`src/rtl/cfg_pkg.sv`:
```
// Shared types and helpers for the configuration-chain serializer.
// Holds the FSM state encoding, the latch-width default and frame sizing.
package cfg_pkg;

  typedef enum logic [1:0] {
    IDLE,
    SHIFT,
    LATCH,
    DONE
  } cfg_state_e;

  localparam int DEF_LATCH_CYCLES = 2;

  function automatic int words_per_frame(input int chain_len, input int data_w);
    return (chain_len + data_w - 1) / data_w;
  endfunction

endpackage

```
`src/rtl/cfg_chain_piso_if.sv`:
```
// Word handshake between the decryption path and the chain serializer.
interface cfg_chain_piso_if #(
  parameter int DATA_WIDTH = 128
);
  logic [DATA_WIDTH-1:0] data_i;
  logic                  valid_i;
  logic                  ready_o;

  modport master (output data_i, valid_i, input ready_o);
  modport slave  (input data_i, valid_i, output ready_o);
endinterface

```
`src/rtl/cfg_word_buf.sv`:
```
// Two-slot word buffer: a hold register feeding an LSB-first shift register.
// Each word carries its own bit count so a short final word stops early.
module cfg_word_buf #(
  parameter int DATA_WIDTH = 128,
  parameter int CNT_W      = $clog2(DATA_WIDTH + 1)
) (
  input  logic                  clk,
  input  logic                  rst,
  input  logic                  clr,
  input  logic                  push,
  input  logic [DATA_WIDTH-1:0] push_data,
  input  logic [CNT_W-1:0]      push_len,
  output logic                  hold_valid,
  output logic                  shift,
  output logic                  scan_bit
);

  logic [DATA_WIDTH-1:0] hold_reg, shreg;
  logic [CNT_W-1:0]      hold_len, sh_cnt;
  logic                  sh_valid, load, consume;

  assign shift    = sh_valid;
  assign consume  = sh_valid && (sh_cnt == CNT_W'(1));
  assign load     = hold_valid && (!sh_valid || consume);
  assign scan_bit = shreg[0];

  always_ff @(posedge clk or posedge rst) begin
    if (rst) begin
      hold_reg   <= '0;
      hold_len   <= '0;
      hold_valid <= 1'b0;
      shreg      <= '0;
      sh_cnt     <= '0;
      sh_valid   <= 1'b0;
    end else if (clr) begin
      hold_reg   <= '0;
      hold_len   <= '0;
      hold_valid <= 1'b0;
      shreg      <= '0;
      sh_cnt     <= '0;
      sh_valid   <= 1'b0;
    end else begin
      if (load) hold_valid <= 1'b0;
      if (push) begin
        hold_valid <= 1'b1;
        hold_reg   <= push_data;
        hold_len   <= push_len;
      end
      // Clearing on the last bit keeps discarded upper bits of a short word off scan_bit.
      if (load) begin
        shreg    <= hold_reg;
        sh_cnt   <= hold_len;
        sh_valid <= 1'b1;
      end else if (shift) begin
        shreg    <= consume ? '0 : (shreg >> 1);
        sh_cnt   <= sh_cnt - 1'b1;
        sh_valid <= !consume;
      end
    end
  end

endmodule

```
`src/rtl/cfg_chain_piso.sv`:
```
// Configuration scan-chain driver: streams words LSB-first into the chain,
// then strobes the chain latch and reports completion.
module cfg_chain_piso
  import cfg_pkg::*;
#(
  parameter int DATA_WIDTH   = 128,
  parameter int CHAIN_LENGTH = 1024,
  parameter int LATCH_CYCLES = DEF_LATCH_CYCLES
) (
  input  logic             clk,
  input  logic             rst,
  input  logic             start,
  input  logic             abort,
  cfg_chain_piso_if.slave  bus,
  output logic             scan_o,
  output logic             scan_en_o,
  output logic             latch_o,
  output logic             busy_o,
  output logic             done_o
);

  localparam int WORDS = words_per_frame(CHAIN_LENGTH, DATA_WIDTH);
  localparam int BW    = $clog2(CHAIN_LENGTH + 1);
  localparam int CW    = $clog2(DATA_WIDTH + 1);
  localparam int WW    = $clog2(WORDS + 1);
  localparam int LW    = $clog2(LATCH_CYCLES + 1);
  localparam int REM   = CHAIN_LENGTH % DATA_WIDTH;

  localparam logic [CW-1:0] FULL_LEN  = CW'(DATA_WIDTH);
  localparam logic [CW-1:0] LAST_LEN  = CW'((REM == 0) ? DATA_WIDTH : REM);
  localparam logic [BW-1:0] LAST_BIT  = BW'(CHAIN_LENGTH - 1);
  localparam logic [WW-1:0] WORDS_W   = WW'(WORDS);
  localparam logic [WW-1:0] LAST_WORD = WW'(WORDS - 1);
  localparam logic [LW-1:0] LAT_LAST  = LW'(LATCH_CYCLES - 1);

  cfg_state_e      state, state_nxt;
  logic [BW-1:0]   bit_cnt;
  logic [WW-1:0]   words_acc;
  logic [LW-1:0]   lat_cnt;
  logic            hold_valid, shift, accept;
  logic [CW-1:0]   push_len;

  assign bus.ready_o = (state == SHIFT) && !hold_valid && (words_acc < WORDS_W);
  assign accept      = bus.valid_i && bus.ready_o;
  assign push_len    = (words_acc == LAST_WORD) ? LAST_LEN : FULL_LEN;

  cfg_word_buf #(
    .DATA_WIDTH (DATA_WIDTH),
    .CNT_W      (CW)
  ) u_buf (
    .clk        (clk),
    .rst        (rst),
    .clr        (abort),
    .push       (accept),
    .push_data  (bus.data_i),
    .push_len   (push_len),
    .hold_valid (hold_valid),
    .shift      (shift),
    .scan_bit   (scan_o)
  );

  assign scan_en_o = shift;
  assign latch_o   = (state == LATCH);
  assign done_o    = (state == DONE);
  assign busy_o    = (state != IDLE);

  always_ff @(posedge clk or posedge rst) begin
    if (rst) state <= IDLE;
    else     state <= state_nxt;
  end

  always_comb begin
    state_nxt = state;
    case (state)
      IDLE:    if (start) state_nxt = SHIFT;
      SHIFT:   if (shift && (bit_cnt == LAST_BIT)) state_nxt = LATCH;
      LATCH:   if (lat_cnt == LAT_LAST) state_nxt = DONE;
      DONE:    state_nxt = IDLE;
      default: state_nxt = IDLE;
    endcase
    if (abort) state_nxt = IDLE;
  end

  // Frame counters only run in SHIFT; any other state (or abort) parks them at zero.
  always_ff @(posedge clk or posedge rst) begin
    if (rst) begin
      bit_cnt   <= '0;
      words_acc <= '0;
    end else if (abort || (state != SHIFT)) begin
      bit_cnt   <= '0;
      words_acc <= '0;
    end else begin
      if (shift)  bit_cnt   <= bit_cnt + 1'b1;
      if (accept) words_acc <= words_acc + 1'b1;
    end
  end

  always_ff @(posedge clk or posedge rst) begin
    if (rst)                  lat_cnt <= '0;
    else if (state == LATCH)  lat_cnt <= lat_cnt + 1'b1;
    else                      lat_cnt <= '0;
  end

endmodule

```
`src/flat_wrapper.sv`:
```
// flat-port wrapper written by rule: the top's interface ports become plain ports
module cfg_chain_piso_flat import cfg_pkg::*;
#(
  parameter int DATA_WIDTH   = 128,
  parameter int CHAIN_LENGTH = 1024,
  parameter int LATCH_CYCLES = DEF_LATCH_CYCLES
)
  (clk, rst, start, abort, scan_o, scan_en_o, latch_o, busy_o, done_o, bus_data_i, bus_valid_i, bus_ready_o);
  cfg_chain_piso_if #(.DATA_WIDTH(DATA_WIDTH)) bus_i ();
  input  logic clk;
  input  logic rst;
  input  logic start;
  input  logic abort;
  output logic scan_o;
  output logic scan_en_o;
  output logic latch_o;
  output logic busy_o;
  output logic done_o;
  input wire logic [$bits(bus_i.data_i)-1:0] bus_data_i;
  input wire logic [$bits(bus_i.valid_i)-1:0] bus_valid_i;
  output wire logic [$bits(bus_i.ready_o)-1:0] bus_ready_o;
  assign bus_i.data_i = bus_data_i;
  assign bus_i.valid_i = bus_valid_i;
  assign bus_ready_o = bus_i.ready_o;
  cfg_chain_piso #(.DATA_WIDTH(DATA_WIDTH), .CHAIN_LENGTH(CHAIN_LENGTH), .LATCH_CYCLES(LATCH_CYCLES)) u_core (.clk(clk), .rst(rst), .start(start), .abort(abort), .bus(bus_i), .scan_o(scan_o), .scan_en_o(scan_en_o), .latch_o(latch_o), .busy_o(busy_o), .done_o(done_o));
endmodule
```
`config.mk`:
```
export PLATFORM = sky130hd
export DESIGN_NAME = cfg_chain_piso_flat
export DESIGN_NICKNAME = d
export VERILOG_FILES = /design/src/rtl/cfg_pkg.sv /design/src/rtl/cfg_chain_piso_if.sv /design/src/rtl/cfg_word_buf.sv /design/src/rtl/cfg_chain_piso.sv /design/src/flat_wrapper.sv
export SDC_FILE = /design/constraint.sdc
export NUM_CORES = 1
export LEC_CHECK = 0
export BUFFER_PORTS_ARGS = -buffer_cell sky130_fd_sc_hd__buf_2
export CORE_ASPECT_RATIO = 0.75
export CORE_MARGIN = 5
export CORE_UTILIZATION = 45
export CTS_CLUSTER_SIZE = 8
export DETAILED_ROUTE_END_ITERATION = 10
export PLACE_DENSITY = 0.67
export SYNTH_ARGS = -nofsm -noshare
export SYNTH_HDL_FRONTEND = slang
export SYNTH_HIERARCHICAL = 1
export SYNTH_SLANG_ARGS = --single-unit
```
`constraint.sdc`:
```
create_clock -name clk -period 9.25 [get_ports clk]
set_input_delay 0.925 -clock clk [delete_from_list [all_inputs] [get_ports clk]]
set_output_delay 0.925 -clock clk [all_outputs]
set_load 0.005 [all_outputs]
```
== Yosys cells after proc, flatten, opt, wreduce, memory -nomap -nowiden ==
Cells that the tools add are included.

* $add $sub $neg: 4
* Order comparisons: 1
* Eq/ne operators: 10
* Multiplexer cells: 27
* Reduce and logical (&&, ||, !) cells: 19

{| class="wikitable"
|+ Operators by type and width
! kind !! count
|-
| two-way mux 128 bit || 5
|-
| two-way mux 127 bit || 1
|-
| two-way mux 8 bit || 5
|-
| two-way mux 11 bit || 2
|-
| adder 11 x 1 -> 11 bit, second input constant || 1
|-
| == test 11 x 10 -> 1 bit, second input constant || 1
|-
| two-way mux 2 bit || 5
|-
| == test 8 x 1 -> 1 bit, second input constant || 1
|-
| two-way mux 4 bit || 2
|-
| case mux 2 bit (4 select lines) || 1
|-
| nonzero test 2 bit || 4
|-
| subtractor 8 x 1 -> 8 bit, second input constant || 1
|-
| logical AND 1 bit || 6
|-
| two-way mux 1 bit || 6
|-
| inequality test 3 bit, second input constant || 2
|-
| nonzero test 3 bit || 2
|-
| adder 4 x 1 -> 4 bit, second input constant || 1
|-
| == test 2 x 1 -> 1 bit, second input constant || 2
|-
| == test 2 bit, second input constant || 2
|-
| less-than comparator 4 bit, second input constant || 1
|-
| logical NOT 1 bit || 3
|-
| inequality test 3 x 2 -> 1 bit, second input constant || 1
|-
| AND reduction 3 bit || 1
|-
| adder 2 x 1 -> 2 bit, second input constant || 1
|-
| 3 further kinds || 4
|}

* Register bits after elaboration: 293
* Input bits: 133
* Output and inout bits: 6
* Logic and storage cells: 71

== Longest topological paths before layout ==
* Depth in word-level cells: 7
* Gate-level depth with buffers: 8
* Mapped depth without buffers: 6

== Cells and area by module ==
Netlist, hierarchy kept.

{| class="wikitable"
|+ By module, submodules not included
! module !! instances !! cells each !! area an instance (um^2) !! sequential area each (um^2)
|-
| cfg_word_buf || 1 || 948 || 11583.6 || 6856.6
|-
| cfg_chain_piso || 1 || 97 || 994.7 || 475.5
|}

== Least setup slack after synthesis ==
OpenSTA, ideal clock, no wires.

* Path type: input port to flip-flop
* Start: in bus_valid_i
* End: reg u_core.u_buf.hold_reg[100]
* Library setup time: 0.132 ns
* Arrival time: 2.418 ns
* Required time: 9.118 ns
* Setup slack: 6.700 ns
* Cell stages on the path: 6
* Path buffers: 3
* Cells stage by stage: nor4bb_1 -> clkbuf_1 -> clkbuf_1 -> buf_1 -> mux2i_1 -> nor2_1

* Longest elaborated chain between the ends: 2

{| class="wikitable"
|+ Ends and longest elaborated chain
! what !! line !! source
|-
| start, declared || flat_wrapper.sv:20 || <nowiki>input wire logic [$bits(bus_i.valid_i)-1:0] bus_valid_i;</nowiki>
|-
| logical AND 1 bit || cfg_chain_piso.sv:44 || <nowiki>assign accept = bus.valid_i && bus.ready_o;</nowiki>
|-
| via u_core.accept || cfg_chain_piso.sv:40 || <nowiki>logic hold_valid, shift, accept;</nowiki>
|-
| nonzero test 2 bit (no source line) || -- ||
|-
| end signal, assigned || cfg_word_buf.sv:46 || <nowiki>hold_reg <= push_data;</nowiki>
|-
| end, declared || cfg_word_buf.sv:18 || <nowiki>logic [DATA_WIDTH-1:0] hold_reg, shreg;</nowiki>
|}

The timed path passes the listed nets, and every way through them passes these cells.
A chain may end at the register's enable or synchronous reset.

== Final worst setup path ==
* Start: in abort
* End: reg u_core.u_buf.shreg[101]

* Longest elaborated chain between the ends: 1
* Elaborated cells between the ends (all ways): 2
* Those cells by class: mux: 1; reduce/logical: 1

{| class="wikitable"
|+ Ends and longest elaborated chain
! what !! line !! source
|-
| start, declared || flat_wrapper.sv:13 || <nowiki>input logic abort;</nowiki>
|-
| nonzero test 3 bit (no source line) / two-way mux 128 bit (equally long branches) || -- ||
|-
| end signal, assigned || cfg_word_buf.sv:51 || <nowiki>shreg <= hold_reg;</nowiki>
|-
| end signal, assigned || cfg_word_buf.sv:55 || <nowiki>shreg <= consume ? '0 : (shreg >> 1);</nowiki>
|-
| end, declared || cfg_word_buf.sv:18 ||
|}

Parallel ways exist; a longest one is shown, timed or not.

==> metrics.md <==
| Metric | Value |
|---|---|
| Min cycle time layout | 3.48 ns |
| Distinct cells, synth | 49 |
| Max Freq | 287 MHz |
| Clock Path Buffers | 3 |
| Setup-failing EPs final | 0 |
| Buffers on Ports | 138 |
| Clock latency at the later pin of the worst-skew pair | 0.53 ns |
| Most frequent cell after synthesis | dfrtp_1 |
| Outcome | completed |
| VDD IR max | 0.000149 V |
| R2R Path End | u_core/u_buf/shreg[101] |
| Setup TNS | 0 ns |
| Setup Fix Bufs, Post-CTS | 0 |
| 1st-iter DRT viols | 611 |
| Detailed-route DRC error count | 0 |
| Area grow syn2layout | 16.2% |
| ANT cells | 0 |
| Share of cells above drive strength 1 | 17.5% |
| Worst Max-Slew Pin Slew | 1.10 ns |
| Reg2reg start | u_core/u_buf/shift |
| Ports | 139 |
| Initial antenna violation count | 0 |
| Hold path depth | 1 |
| Arrival time at the worst endpoint | 3.94 ns |
| M3 GR Usage | 3.92% |
| # H-tree levels | 2 |
| Die height | 155 um |
| Post-synth top area cell | dfrtp_1 |
| Max cap viols | 0 |
| DIE WIDTH | 203 um |
| CTS Sinks | 293 |
| Sequential area share after synthesis | 58.3% |
| Max-slew violations | 0 |
| Total power draw | 3.28 mW |
| Synth top cells by count | 293 x dfrtp_1, 161 x nor2_1, 140 x mux2i_1 |
| CP required | 9.71 ns |
| Met2 Use GR | 25.1% |
| CTS tree | done |
| Routed WL | 27100 um |
| Final net count | 1307 |
| First-pass GRT wire length | 45000 um |
| Clock Skew | 0.0183 ns |
| Final period util | 37.7% |
| Setup CP Type | in -> reg |
| Drt wl/cell | 17.8 um |
| Syn Area/Cell | 12.0 um2 |
| Post-DP HPWL | 15600 um |
| Die ar. | 31400 um2 |
| Filler Cell Count | 2468 |
| Worst hold path class | reg -> reg |
| Clock Root Buffer | clkbuf_16 |
| Primary FF master, synth | dfrtp_1 |
| Largest net degree at the start of global routing | 142 |
| Largest cells by area after synthesis | dfrtp_1 58%, mux2i_1 11%, a22o_1 8.9%, a21o_1 7.6%, nor2_1 4.8% |
| Vias per cell | 5.51 |
| ANT nets after route | 0 |
| DR vias | 8395 |
| Post-synth EDFFs | 0 |
| Relative slew slack | 26.8% |
| Synth Instances | 1045 |
| All-layer global routing usage | 17.2% |
| # rows | 53 |
| Reg2reg path depth | 5 |
| #FFs+latches synth | 293 |
| Cts-stage hold buffer count | 0 |
| DR pass1 iterations | 5 |
| Asr flop ratio synth | 100% |
| Core ar. | 27800 um2 |
| Final hold vios | 0 |
| Initial Util | 45.3% |
| Crit end category | register |
| Vias in the first global route | 8572 |
| Worst-path clk slew | 0.05 ns |
| Post-CTS resize count | 0 |
| Worst Hold End | u_core/lat_cnt[0] |
| Worst setup SP type | primary input |
| Dpl ws | 5.21 ns |
| Met1 usage | 26.2% |
| Setup ws final | 5.77 ns |
| GRT overflow | 0 |
| RSZ-0062 raised after global routing | no |
| Synth Cell Area | 12600 um2 |
| Worst Min Path Start | u_core/lat_cnt[0] |
| Warnings from Yosys | 6 |
| Leak | 7.91 nW |
| Top-area cell type share of the netlist area | 58.3% |
| Power per cell area | 224 nW/um2 |
| Critical Path Fanout Max | 88 |
| Num CTS Buffers | 42 |
| Gp weighted congestion | 0.794 |
| FF-to-FF setup slack | 5.90 ns |
| GRT busiest layer | met1 |
worst max-delay path by stage:
stage,from,end,slack [ns],cells after the start
finish,abort,u_core/u_buf/shreg[101],5.77,6
global route,abort,u_core/u_buf/shreg[97],5.53,6
CTS,abort,u_core/u_buf/shreg[118],5.78,6
detailed placement,abort,u_core/u_buf/shreg[118],5.21,6
global placement,abort,u_core/u_buf/shreg[88],5.32,6
floorplan,rst,u_core/u_buf/hold_len[0],0.77,1
report_power, final:
part	internal, mW	switching, mW	total [mW]
combinational	0.210	0.302	0.512
sequential	1.38	0.0729	1.45
clock	0.798	0.519	1.32
total	2.39	0.894	3.28
critical path: stages:
cell and delay, ns:
buf_4 0.33, nand2b_1 0.38, a31oi_4 0.92, buf_4 0.83
a22o_1 0.27, a21o_1 0.10
logic make-up after synthesis:
kind of cell | after synthesis | share of synthesized area, %
other | 2 | 0.0597
buffers and inverters | 91 | 3.11
flip-flops | 293 | 58.3
multiplexers | 141 | 11.2
AND/OR/NAND/NOR | 212 | 7.42
adder cells (fa/ha/maj) | 9 | 0.895
AO/OA/AOI/OAI | 287 | 18.3
XOR/XNOR | 10 | 0.696
stage by stage:
stage / util, % / hold WS, ns / area, um2 / std cells
after floorplan: - / 0.409 / 12600 / 1051
after detailed placement: 48.7 / 0.424 / 13500 / 1478
after global placement: 48.7 / 0.420 / 13500 / 1478
after global routing: 52.6 / 0.466 / 14600 / 1524
after CTS: 52.6 / 0.438 / 14600 / 1524
final: 52.6 / 0.439 / 14600 / 1524
cells in the final DEF, fill, tap and decap left out, types with 6 or more instances in the layout:
master and count:
buf_4 9, ha_1 9, conb_1 8, nor2_1 161
a22o_1 128, mux2i_1 140, a21o_1 127, clkbuf_16 42
a21oi_1 6, inv_1 13, buf_2 137, nand2_1 13
dfrtp_1 293
layer usage:
layer  part of all wire (%)  vias up  routed length [um]
met5                      0        -                   0
met4                    1.6        0                 438
met3                    5.5       41                1490
met2                     43      211               11800
met1                     50     4193               13500
li1                       -     3950                   -
layout make-up:
cell class                 instances  area (um2)  area share, %
clock buffer                      42        1050           7.19
clock inverter                     4        38.8          0.265
inverter                          14        60.1          0.411
multi-input combinational        667        4920           33.6
sequential                       293        7330           50.1
tap                              357         447           3.05
timing repair buffer             147         773           5.29
No activity file was read; power rests on OpenSTA's default activity.
